===== src/rtl/ddr_axi_frontend.sv =====
// AXI slave front-end of the DDR1 controller: splits single-ID, in-order AXI bursts
// into page-bounded sequencer commands and passes write/read beats straight through.
module ddr_axi_frontend #(
  parameter int   BA_BITS  = 2,
  parameter int   ROW_BITS = 13,
  parameter int   COL_BITS = 10,
  parameter int   DQ_LEVEL = 1,
  parameter logic FAIR_ARB = 1'b1,
  localparam int  AW = BA_BITS + ROW_BITS + COL_BITS + DQ_LEVEL - 1,
  localparam int  DW = 8 << DQ_LEVEL
) (
  input  logic                core_clk,
  input  logic                core_rstn_sync,
  input  logic                awvalid,
  output logic                awready,
  input  logic [AW-1:0]       awaddr,
  input  logic [7:0]          awlen,
  input  logic                wvalid,
  output logic                wready,
  input  logic                wlast,
  input  logic [DW-1:0]       wdata,
  output logic                bvalid,
  input  logic                bready,
  input  logic                arvalid,
  output logic                arready,
  input  logic [AW-1:0]       araddr,
  input  logic [7:0]          arlen,
  output logic                rvalid,
  input  logic                rready,
  output logic                rlast,
  output logic [DW-1:0]       rdata,
  output logic                cmd_valid,
  input  logic                cmd_ready,
  output logic                cmd_write,
  output logic [BA_BITS-1:0]  cmd_ba,
  output logic [ROW_BITS-1:0] cmd_row,
  output logic [COL_BITS-1:0] cmd_col,
  output logic [7:0]          cmd_len,
  output logic                seq_wvalid,
  input  logic                seq_wready,
  output logic [DW-1:0]       seq_wdata,
  input  logic                seq_rvalid,
  output logic                seq_rready,
  input  logic [DW-1:0]       seq_rdata,
  output logic                proto_err
);

  localparam int BEAT_BYTES = 1 << DQ_LEVEL;
  localparam int PAGE_BEATS = 1 << (COL_BITS - 1);
  localparam int CW         = (COL_BITS > 9) ? COL_BITS : 9;

  localparam logic [2:0] S_IDLE  = 3'd0;
  localparam logic [2:0] S_WCMD  = 3'd1;
  localparam logic [2:0] S_WDATA = 3'd2;
  localparam logic [2:0] S_WRESP = 3'd3;
  localparam logic [2:0] S_RCMD  = 3'd4;
  localparam logic [2:0] S_RDATA = 3'd5;

  logic [2:0]          state;
  logic [AW-1:0]       a;
  logic [8:0]          rem;
  logic [8:0]          seg_cnt;
  logic                last_grant_w;

  logic                grant_w;
  logic                in_cmd;
  logic                wbeat;
  logic                rbeat;
  logic [COL_BITS-2:0] bidx;
  logic [COL_BITS-1:0] page_left;
  logic [8:0]          seg_beats;

  // On a tie the fair arbiter hands the grant to whichever side did not win last.
  assign grant_w = awvalid && (!arvalid || !FAIR_ARB || !last_grant_w);
  assign awready = (state == S_IDLE) && awvalid && grant_w;
  assign arready = (state == S_IDLE) && arvalid && !grant_w;

  assign bidx      = a[DQ_LEVEL +: COL_BITS-1];
  assign page_left = COL_BITS'(PAGE_BEATS) - COL_BITS'(bidx);

  always_comb begin
    seg_beats = rem;
    if (CW'(page_left) < CW'(rem)) seg_beats = 9'(page_left);
  end

  assign in_cmd    = (state == S_WCMD) || (state == S_RCMD);
  assign cmd_valid = in_cmd;
  assign cmd_write = (state == S_WCMD);
  assign cmd_ba    = in_cmd ? a[AW-1 -: BA_BITS] : '0;
  assign cmd_row   = in_cmd ? a[DQ_LEVEL-1+COL_BITS +: ROW_BITS] : '0;
  assign cmd_col   = in_cmd ? a[DQ_LEVEL-1 +: COL_BITS] : '0;
  assign cmd_len   = in_cmd ? 8'(seg_beats - 9'd1) : '0;

  assign seq_wvalid = (state == S_WDATA) && wvalid;
  assign wready     = (state == S_WDATA) && seq_wready;
  assign seq_wdata  = wdata;
  assign rvalid     = (state == S_RDATA) && seq_rvalid;
  assign seq_rready = (state == S_RDATA) && rready;
  assign rdata      = seq_rdata;
  assign rlast      = (state == S_RDATA) && (rem == 9'd1);
  assign bvalid     = (state == S_WRESP);

  assign wbeat = (state == S_WDATA) && wvalid && seq_wready;
  assign rbeat = (state == S_RDATA) && seq_rvalid && rready;

  // NOTE: state registers use non-blocking assignments only; all outputs above are
  // continuous assigns, so no path can infer a latch.
  always_ff @(posedge core_clk or negedge core_rstn_sync) begin
    if (!core_rstn_sync) begin
      state        <= S_IDLE;
      a            <= '0;
      rem          <= '0;
      seg_cnt      <= '0;
      last_grant_w <= 1'b0;
      proto_err    <= 1'b0;
    end else begin
      case (state)
        S_IDLE: begin
          if (awready) begin
            a            <= awaddr;
            rem          <= {1'b0, awlen} + 9'd1;
            last_grant_w <= 1'b1;
            state        <= S_WCMD;
          end else if (arready) begin
            a            <= araddr;
            rem          <= {1'b0, arlen} + 9'd1;
            last_grant_w <= 1'b0;
            state        <= S_RCMD;
          end
        end
        S_WCMD, S_RCMD: begin
          if (cmd_ready) begin
            seg_cnt <= seg_beats;
            state   <= (state == S_WCMD) ? S_WDATA : S_RDATA;
          end
        end
        S_WDATA, S_RDATA: begin
          if (wbeat || rbeat) begin
            seg_cnt <= seg_cnt - 9'd1;
            rem     <= rem - 9'd1;
            a       <= a + AW'(BEAT_BYTES);
            // Burst end wins over segment end; a segment end re-issues a command.
            if (rem == 9'd1)
              state <= (state == S_WDATA) ? S_WRESP : S_IDLE;
            else if (seg_cnt == 9'd1)
              state <= (state == S_WDATA) ? S_WCMD : S_RCMD;
          end
        end
        S_WRESP: begin
          if (bready) state <= S_IDLE;
        end
        default: state <= S_IDLE;
      endcase

      if (wbeat && (wlast != (rem == 9'd1))) proto_err <= 1'b1;
    end
  end

endmodule


===== config.mk =====
export PLATFORM = sky130hd
export DESIGN_NAME = ddr_axi_frontend
export DESIGN_NICKNAME = d
export VERILOG_FILES = /design/src/rtl/ddr_axi_frontend.sv
export SDC_FILE = /design/constraint.sdc
export NUM_CORES = 1
export LEC_CHECK = 0
export ABC_AREA = 1
export CAP_MARGIN = 40
export CELL_PAD_IN_SITES_DETAIL_PLACEMENT = 0
export CELL_PAD_IN_SITES_GLOBAL_PLACEMENT = 1
export CORE_ASPECT_RATIO = 0.75
export CORE_UTILIZATION = 28
export CTS_CLUSTER_DIAMETER = 150
export CTS_CLUSTER_SIZE = 30
export DETAILED_ROUTE_END_ITERATION = 8
export HOLD_SLACK_MARGIN = 0.05
export MAX_ROUTING_LAYER = met4
export PLACE_DENSITY_LB_ADDON = 0.1
export SYNTH_ARGS = -nofsm -noshare
export SYNTH_HDL_FRONTEND = slang
export SYNTH_SLANG_ARGS = --single-unit

===== constraint.sdc =====
create_clock -name core_clk -period 3.25 [get_ports core_clk]
set_clock_uncertainty 0.2 [all_clocks]
set_input_delay 0.4875 -clock core_clk [delete_from_list [all_inputs] [get_ports core_clk]]
set_output_delay 0.4875 -clock core_clk [all_outputs]
set_load 0.02 [all_outputs]

Word-level counts from Yosys, hierarchy flattened

Cells that the tools add are included.

Add/sub/neg operators: 7
$mul: 0
Divide/modulo/power cells: 0
Magnitude comparators: 1
Eq/ne operators: 13
Shift operators: 0
Multiplexer cells: 29
Bitwise operators: 0
Reductions and logical operators: 29

Operators by type and width:

| cell                  | count |
|---|---|
| $mux 25               | 3 |
| $mux 9                | 6 |
| $pmux 25 s2           | 1 |
| $pmux 9 s2            | 2 |
| $mux 3                | 9 |
| $add 25x2->25 const B | 1 |
| $add 8x1->9 const B   | 2 |
| $eq 9x1->1 const B    | 2 |
| $sub 9x1->9 const B   | 2 |
| $logic_and 1x1->1     | 13 |
| $mux 13               | 1 |
| $pmux 3 s4            | 1 |
| $lt 10x9->1           | 1 |
| $mux 10               | 1 |
| $sub 10x9->10 const A | 1 |
| $mux 8                | 1 |
| $sub 8x1->8 const B   | 1 |
| $eq 3x2->1 const B    | 2 |
| $eq 3x3->1 const B    | 2 |
| $ne 3x3->1 const B    | 2 |
| $reduce_and 3->1      | 2 |
| $reduce_bool 2->1     | 3 |
| $reduce_and 5->1      | 1 |
| $mux 2                | 2 |
| other kinds (10)      | 17 |

Register bits after elaboration: 48
Latch bits: 0
RAM bits: 0
ROM bits: 0
Bits of input ports: 109
Output and inout bits: 76
Logic and storage cells: 85
Memories: 0

Depth between registers and ports, before layout

Gate-level depths: netlist (run 1).

Depth in word-level cells: 8
Mapped depth: 22
Gate-level depth less buffers: 21

Worst setup path before layout (run 1)

OpenSTA, ideal clock, no wires.

Path type: register -> output
From: reg a[1]
To: out cmd_len[6]
Data arrival time: 2.871 ns
Required time: 2.562 ns
Setup slack: -0.309 ns
Cell stages (with the launch flop): 18
Path buffers: 1
Path through: dfrtp_1 > inv_2 > ha_1 > nand3_1 > o211ai_1 > inv_1 > ha_1 > a21oi_1 > nand2_1 > nor2_4 > nand2_4 > buf_8 > o21ai_0 > ha_1 > nand3_2 > inv_2 > a21oi_1 > nor2_1

Cells in the longest elaborated chain, start to end: 5

RTL lines:

| item                   | RTL line | RTL |
|---|---|---|
| start, declared        | 60       | `logic [AW-1:0] a;` |
| start signal, assigned | 120      | `a <= awaddr;` |
| start signal, assigned | 125      | `a <= araddr;` |
| start signal, assigned | 141      | `a <= a + AW'(BEAT_BYTES);` |
| $sub 10x9->10 *        | 79       | `assign page_left = COL_BITS'(PAGE_BEATS) - COL_BITS'(bidx);` |
| $lt 10x9->1            | 83       | `if (CW'(page_left) < CW'(rem)) seg_beats = 9'(page_left);` |
| $mux 9 *               | 83       |  |
| $sub 8x1->8 *          | 92       | `assign cmd_len = in_cmd ? 8'(seg_beats - 9'd1) : '0;` |
| $mux 8 *               | 92       |  |
| end, declared          | 38       | `output logic [7:0] cmd_len,` |

Mark *: on every way between the ends. The rest lies on a longest branch, timed or not.

Worst setup path in the final report (run 1)

From: reg a[2]
To: out cmd_len[3]

The elaborated chain is that of the path after synthesis.

==> results of run 1 <==
## cells in the final DEF, fill, tap and decap left out, types with 8 or more instances in the layout
master / n
nand3_1: 26
nor2_1: 111
nand4_1: 11
ha_1: 13
inv_2: 14
buf_6: 12
nand2_2: 20
buf_4: 65
o22ai_1: 8
dfrtp_1: 48
o21ai_0: 63
nor3_1: 12
nand2_4: 11
a21oi_1: 25
nor2_2: 16
nand3_2: 9
o21ai_1: 9
a21oi_2: 10
inv_1: 79
clkdlybuf4s50_1: 110
a31oi_1: 10
nand2_1: 120
xor2_1: 21
nor2_4: 8
## cell usage after synthesis (11+ instances only)
cell | n | area, um2
buf_2 | 14 | 70.07
nand2_2 | 14 | 87.58
dfrtp_1 | 48 | 1201
xor2_1 | 21 | 183.9
nor3_1 | 12 | 60.06
ha_1 | 16 | 200.2
buf_4 | 37 | 277.8
nor2_1 | 117 | 439.2
inv_1 | 80 | 300.3
a21oi_1 | 32 | 160.2
inv_2 | 14 | 52.55
nand3_1 | 30 | 150.1
nor2_2 | 13 | 81.33
nand4_1 | 11 | 68.82
o21ai_0 | 66 | 330.3
nand2_1 | 128 | 480.5
## path summary, 6_finish.rpt
check | startpoint | end | slack, ps | cells after the start
setup reg to reg | a[2] | seg_cnt[7] | 420 | 16
min in group core_clk | proto_err | proto_err | 290 | 1
max in group asynchronous | core_rstn_sync | seg_cnt[8] | 2280 | 2
setup / recovery | a[2] | cmd_len[3] | -450 | 18
hold / removal | core_rstn_sync | a[24] | 110 | 2
hold reg to reg | proto_err | proto_err | 290 | 1
## routing by layer
metal	part of all wire	up-vias	global-route usage
met4	0.011	0	0.04902
met3	0.040	31	0.02356
met5	0	-	-
met1	0.55	2469	0.2965
met2	0.40	127	0.2879
li1	-	2692	-
## layout make-up
class | count | area (um2) | share of cell area
Multi-Input combinational cell | 549 | 3157 | 0.4541
Timing Repair Buffer | 191 | 1782 | 0.2563
Sequential cell | 48 | 1201 | 0.1728
Inverter | 95 | 364.1 | 0.05238
Tap cell | 236 | 295.3 | 0.04248
Clock buffer | 6 | 138.9 | 0.01998
Clock inverter | 2 | 13.76 | 0.001980
## metrics by stage
stage | cells | setup WS, ps | hold WS (ps)
final | 1127 | -447.7 | 107.9
after global routing | 1127 | -636.6 | 168.1
after CTS | 1121 | -468.4 | 140.8
after detailed placement | 1111 | -416.2 | 265.5
after global placement | 1111 | -334.9 | 256.6
after floorplan | 751 | -15.84 | -8.091
## kinds of logic after synthesis
logic type | Yosys count | share of synthesized area
and+or+nand+nor | 357 | 0.3401
AOI/OAI and AO/OA | 154 | 0.1831
buffers and inverters | 154 | 0.1547
DFF | 48 | 0.2427
xor gates and xnor gates | 22 | 0.03894
adders and majority gates | 16 | 0.04045
## state kept, by name, summed over array words and instances (netlist names)
register and count:
rem 9, state 3, a 25, last_grant_w 1, seg_cnt 9, proto_err 1
## power groups by stage
stage	logic [W]	registers (W)	clock network [W]
final	0.00714	0.00121	0.000574
after global routing	0.00784	0.00125	0.000610
after CTS	0.00684	0.00121	0.000591
after detailed placement	0.00643	0.00122	0
after global placement	0.00637	0.00121	0
after floorplan	0.00410	0.00115	0
## repair_timing
item | in CTS | in global routing
gates resized for setup | 45 | 19
pin swaps | 17 | 13
setup buffers | 2 | 6
endpoints found under the setup margin | 8 | 9
==> summary.md, run 1 <==
Fraction of final layout cells sized beyond drive strength 1: 0.2200. The worst setup path is captured at an output pin. The tools report the minimum setup slack in the final design as -447.7 ps. The critical path in this run is classified as register to output pin.

The clock transition at the registers of the reported paths was 70 ps; the number of hold-repair buffers added at the cts stage was 0. Setup repair after global routing could not meet its margin everywhere. The detailed router placed 5319 vias in this run. The worst setup path is launched from a register. Sequential group share of total power: 0.136. The run gives 41 as the total number of placement rows. Final antenna diode count: 0. The kind of cell with the highest combined delay along the critical path is simple AND/OR/NAND/NOR gates.

The logs give 13360 um for the HPWL after detailed placement and 0.004259 W for the internal portion of total power. The finished cells cover 6952 um2. In this design, the critical path's most frequently occurring cell is nand2_2.

The core region is 17030 um2. The run gives 4948 um2 as the mapped cell area. The max-slew headroom at the worst pin was 0.5352. The tools report the wire length of the first global-routing pass as 27530 um.

STA puts the critical path data required time at 2560 ps. The logs give 2 for the deepest level of the CTS H-tree and 0.2906 for the initial core utilization. The number of endpoints failing setup at the final stage is 7. Power share of the combinational group: 0.800. The final reports fail on negative setup slack. For this design the total switching power over the nets is 0.004665 W. Number of synthesized register bits: 48. The aggregate global routing overflow was 0. The clock period minus final worst setup slack works out to 3698 ps.

The synthesized netlist contains 48 unique library cells. After the first detailed-routing iteration, the DRC count stood at 338. The logs give 0.6268 mV for the worst ir drop on vdd and 0 for the number of antenna violations at the first check in global routing. On the worst path, the slowest cell contributes a delay of 390 ps.

Post-layout net count: 1015. The final layout contains routed wiring with a total length of 17410 um. After detailed routing, the number of vias per cell comes to 4.720. The TritonCTS sink count was 48.

The number of endpoints with negative hold slack in the final report came out at 0. The layout overhead on the synthesized area was 40.48%. The critical path goes through inv_2 > ha_4 > nand4_1 > nand2_1 > o211ai_1 > inv_1 > ha_4 > a21oi_2 > nand2_2 > nor2_4 > buf_4 > nand3_1 > nand2_2 > nand2_2 > nor2_4 > nand2_1 > a21oi_2 > buf_4. For the clock share of power, the log shows 0.064.

Based on the critical path, the design can be clocked at up to 270.4 MHz. The clock reaches the later pin of the worst-skew pair after 300 ps. The average wire length per cell after detail routing was 15.45 um; the mean instance size in the synthesized netlist was 6.589 um2. The final worst-path cycle share works out to 1.138. The run gives 3010 ps as the arrival time at the worst endpoint. The most used flip-flop cell after synthesis is dfrtp_1.

In this run the horizontal extent of the chip is 155.5 um. Worst path buffer plus inverter count: 4. At the pin with the least slew margin, the transition time is 697.3 ps. TritonCTS built the clock tree. The number of clock buffers added by TritonCTS is 5. The sequential element share of the synthesized area came out at 0.2427. The number of iterations in the first detailed-routing pass came out at 5. The share of flip-flops with an asynchronous set or reset after synthesis is 1.000, and the vertical die dimension is 117.1 um.

Leakage component of the power: 3.165 nW. The post-synthesis net count came out at 876. The tools report the cell area after placement as 6579 um2. The number of fill cells in the layout came out at 1844.

The root buffer cell is clkbuf_16. Final weighted congestion of routability-driven global placement: 0.8659. Counting along the longest clock path gives a buffer depth of 2. The count of nets left with antenna violations once routing finished came out at 0.

The run gives 0 as the number of DRC violations after detailed routing. Among all stages on the critical path, the largest delay is contributed by dfrtp_1. The die covers 18210 um2. The tightest min-delay check is of the input port to async pin type. Largest net degree at the start of global routing: 49. The run finished, with violations left. For this run, the number of Yosys warnings is 0.

The number of I/O port buffers works out to 120. The run gives 0 as the number of max-capacitance violations reported. The max-slew violation total from the final report was 0; the number of global-route vias before repair was 5223.

Synthesis handed over a netlist of 751 instances. The power per unit of standard cell area was 1284 nW/um2; the overall track demand over capacity in global routing was 0.2008. During I/O placement, the number of pins put on the boundary was 185.

Switching power as a share of total power: 0.5228. The maximum net fanout on the critical path is 5. The number of enable-type register cells in the synthesized netlist is 0. The design draws 0.008924 W. Summed over all failing endpoints, the final setup total negative slack is -2551 ps.

The post-layout utilization of the core was 0.4082.
(Power assumes the default switching activity.)
==> run 2: changes to the inputs <==
--- a/config.mk
+++ b/config.mk
@@ -10,13 +10,13 @@
 export CELL_PAD_IN_SITES_DETAIL_PLACEMENT = 0
 export CELL_PAD_IN_SITES_GLOBAL_PLACEMENT = 1
 export CORE_ASPECT_RATIO = 0.75
-export CORE_UTILIZATION = 28
+export CORE_UTILIZATION = 31
 export CTS_CLUSTER_DIAMETER = 150
 export CTS_CLUSTER_SIZE = 30
 export DETAILED_ROUTE_END_ITERATION = 8
 export HOLD_SLACK_MARGIN = 0.05
 export MAX_ROUTING_LAYER = met4
-export PLACE_DENSITY_LB_ADDON = 0.1
+export PLACE_DENSITY = 0.88
 export SYNTH_ARGS = -nofsm -noshare
 export SYNTH_HDL_FRONTEND = slang
 export SYNTH_SLANG_ARGS = --single-unit
==> constraint.sdc (replaced) <==
create_clock -name core_clk -period 3.7 [get_ports core_clk]
set_clock_uncertainty 0.2 [all_clocks]
set_input_delay 0.555 -clock core_clk [delete_from_list [all_inputs] [get_ports core_clk]]
set_output_delay 0.555 -clock core_clk [all_outputs]
set_load 0.02 [all_outputs]
==> summary.md, run 2 (synthesis results as in run 1) <==
The number of antenna violations at the first check in global routing is 0. The final weighted congestion of routability-driven global placement came out at 0.9314. The clock tree synthesis step divided the H-tree into 2 levels.

Switching power as a share of total power: 0.5268. STA classifies the critical path endpoint as an output pin. The final worst-path cycle share works out to 1.012. TritonCTS built the clock tree.

The number of flip-flops under the largest register name is 25, and the transition time of the tightest slew-check pin is 742.2 ps. The total placed cells including tap cells is 1069. Once detailed placement completed, the half-perimeter wirelength came to 12140 um.

For this run, design rule violations remaining after detail routing come to 0. The area growth from synthesis to layout is 39.29%. After detailed routing, the average wire length per cell comes to 14.92 um. 185 I/O pins were placed. The top register by number of flip-flops was a. Measured along the y axis, the die boundary spans 111.4 um. Clock tree synthesis found a total of 48 sinks.

Area of the core: 15420 um2. The power share of the combinational group was 0.791; the sequential group share of total power was 0.143. For this block, the initial DRC count from the detailed router was 292. The logs give 16230 um for the total length of routed wires and 0 for the aggregate global routing overflow. 0 antenna diodes ended up in the layout. For this run, the detailed router's first-pass iteration total came to 5.

At the later pin of the worst-skew pair, clock insertion delay measures 300 ps. The run finished, with violations left. The number of endpoints with negative hold slack in the final report is 0. Setup repair after global routing could not meet its margin everywhere. Max-cap violations in this run came to 0. In this run the remaining antenna-violating nets after routing total 0.

Summing over every cut layer, the via total after detailed routing is 5273. The overall track demand over capacity in global routing was 0.2053. At the worst endpoint, the arrival time is 2990 ps.

The floorplan has 39 rows. The achievable clock frequency was 267.2 MHz; the final total negative setup slack was -101.4 ps. The run gives 0.5045 as the max-slew headroom at the worst pin. The maximum net fanout on the critical path is 5, and the largest net degree at the start of global routing is 50. The clock share of power is 0.066, and the clock transition at the registers of the reported paths is 70 ps. The internal portion of the total power is 0.003575 W. The tools report the number of global-route vias before repair as 5150. Before CTS, the worst setup slack after placement is -303.3 ps.

The fraction of final layout cells sized beyond drive strength 1 was 0.2276. The run gives 0 as the max-slew violation total from the final report. Clock tree synthesis selected as its root buffer the cell clkbuf_16. The leakage component of the power was 3.107 nW. Minimum setup slack in the final design: -42.95 ps. Summed over all nets, the switching power comes to 0.003981 W. The post-layout net count was 1007; the overall die area was 16480 um2. The clock period minus final worst setup slack is 3743 ps.

In this run the power density over the cells is 1096 nW/um2. The number of clock buffers added by TritonCTS is 5. In the final layout, the registers with the most flip-flops are a x25, rem x9, seg_cnt x9. The worst endpoint required time is 2940 ps.

The classification of the worst setup path is register to output pin. Post-layout utilization of the core: 0.4470. Setup violations remaining at the end of the flow were counted as 5.

The final reports fail on negative setup slack. The run gives 0.3209 as the initial core utilization. The min-delay analysis places its worst path in the category register to register.

The layout has 1620 filler cells. The library cell used most frequently in the layout, excluding fill and tap cells, is nand2_1. The worst setup path is launched from a register. After detailed routing, the number of vias per cell comes to 4.847. After the flow finishes, the layout carries non-filler instances totaling 1088.

VDD sags by at most 0.4161 mV. The longest clock path from root to sink contains 2 buffers. The width of the chip came out at 147.9 um. The first global-routing pass estimated 26320 um of wire. The library cells used most frequently in the layout, excluding fill and tap cells, are nand2_1 (114), clkdlybuf4s50_1 (111), nor2_1 (110). Buffers placed on the I/O ports in this run total 120.
[run 2: cell types whose count changed in the layout (fill, tap and decap cells not counted), moves of 3 or more]
cell and change:
nand3_2 +3, nand2_1 -6, buf_4 -5, nand3_1 -3, inv_2 +3, buf_6 -8, nand2_2 +7
[run 2: repair_timing]
item	4_1_cts	5_1_grt
hold buffers	1	0
setup buffers	5	4
setup endpoints to repair	8	8
resized for setup	66	33
pin swaps	19	25
hold endpoints to repair	14	0
gates cloned	1	0
[run 2: critical path, cell delays in order, from the launching register on]
cell	delay, ps
dfrtp_1	400
inv_2	110
ha_4	160
nand3_2	90
o211ai_1	190
inv_1	110
ha_4	240
a21oi_2	150
nand2_2	80
nor2_4	190
buf_4	180
nand3_1	100
nand2_2	100
nand2_2	80
nor2_4	140
nand2_1	80
a21oi_2	130
buf_4	160
[run 2: routing by layer]
metal	vias to the layer above	track usage	part of all wire
li1	2679	-	-
met3	10	0.02582	0.052
met5	-	-	0
met2	166	0.2921	0.42
met1	2418	0.3061	0.52
met4	0	0.04399	0.0089
[run 2: power by group through the flow]
| stage | logic [W] | registers (W) | clock network, W |
|---|---|---|---|
| final | 0.00598 | 0.00108 | 0.000498 |
| after global routing | 0.00656 | 0.00111 | 0.000521 |
| after CTS | 0.00568 | 0.00106 | 0.000503 |
| after detailed placement | 0.00536 | 0.00106 | 0 |
| after global placement | 0.00532 | 0.00105 | 0 |
| after floorplan | 0.00350 | 0.00101 | 0 |
[run 2: final timing paths]
| path | startpoint | cells past startpoint | slack, ps | to |
|---|---|---|---|---|
| min in group asynchronous | core_rstn_sync | 2 | 380 | a[24] |
| min reg2reg | proto_err | 1 | 290 | proto_err |
| min | proto_err | 1 | 290 | proto_err |
| max reg2reg | a[1] | 16 | 880 | seg_cnt[7] |
| max | a[1] | 17 | -40 | cmd_len[3] |
| max in group asynchronous | core_rstn_sync | 4 | 2250 | proto_err |
[run 2: layout make-up]
class                           count  area (um2)  area share
Multi-Input combinational cell    549        3199      0.4641
Timing Repair Buffer              183        1719      0.2494
Sequential cell                    48        1204      0.1746
Inverter                           95       361.6     0.05246
Tap cell                          205       256.5     0.03721
Clock buffer                        6       138.9     0.02015
Clock inverter                      2       13.76    0.001997
[run 2: per-stage QoR]
stage	hold slack (ps)	power, W	instance area (um2)
after floorplan	59.41	0.004509	4949
after global placement	269.0	0.006369	6405
after global routing	317.3	0.008197	6893
final	285.7	0.007556	6893
after detailed placement	154.7	0.006424	6425
after CTS	287.0	0.007246	6758
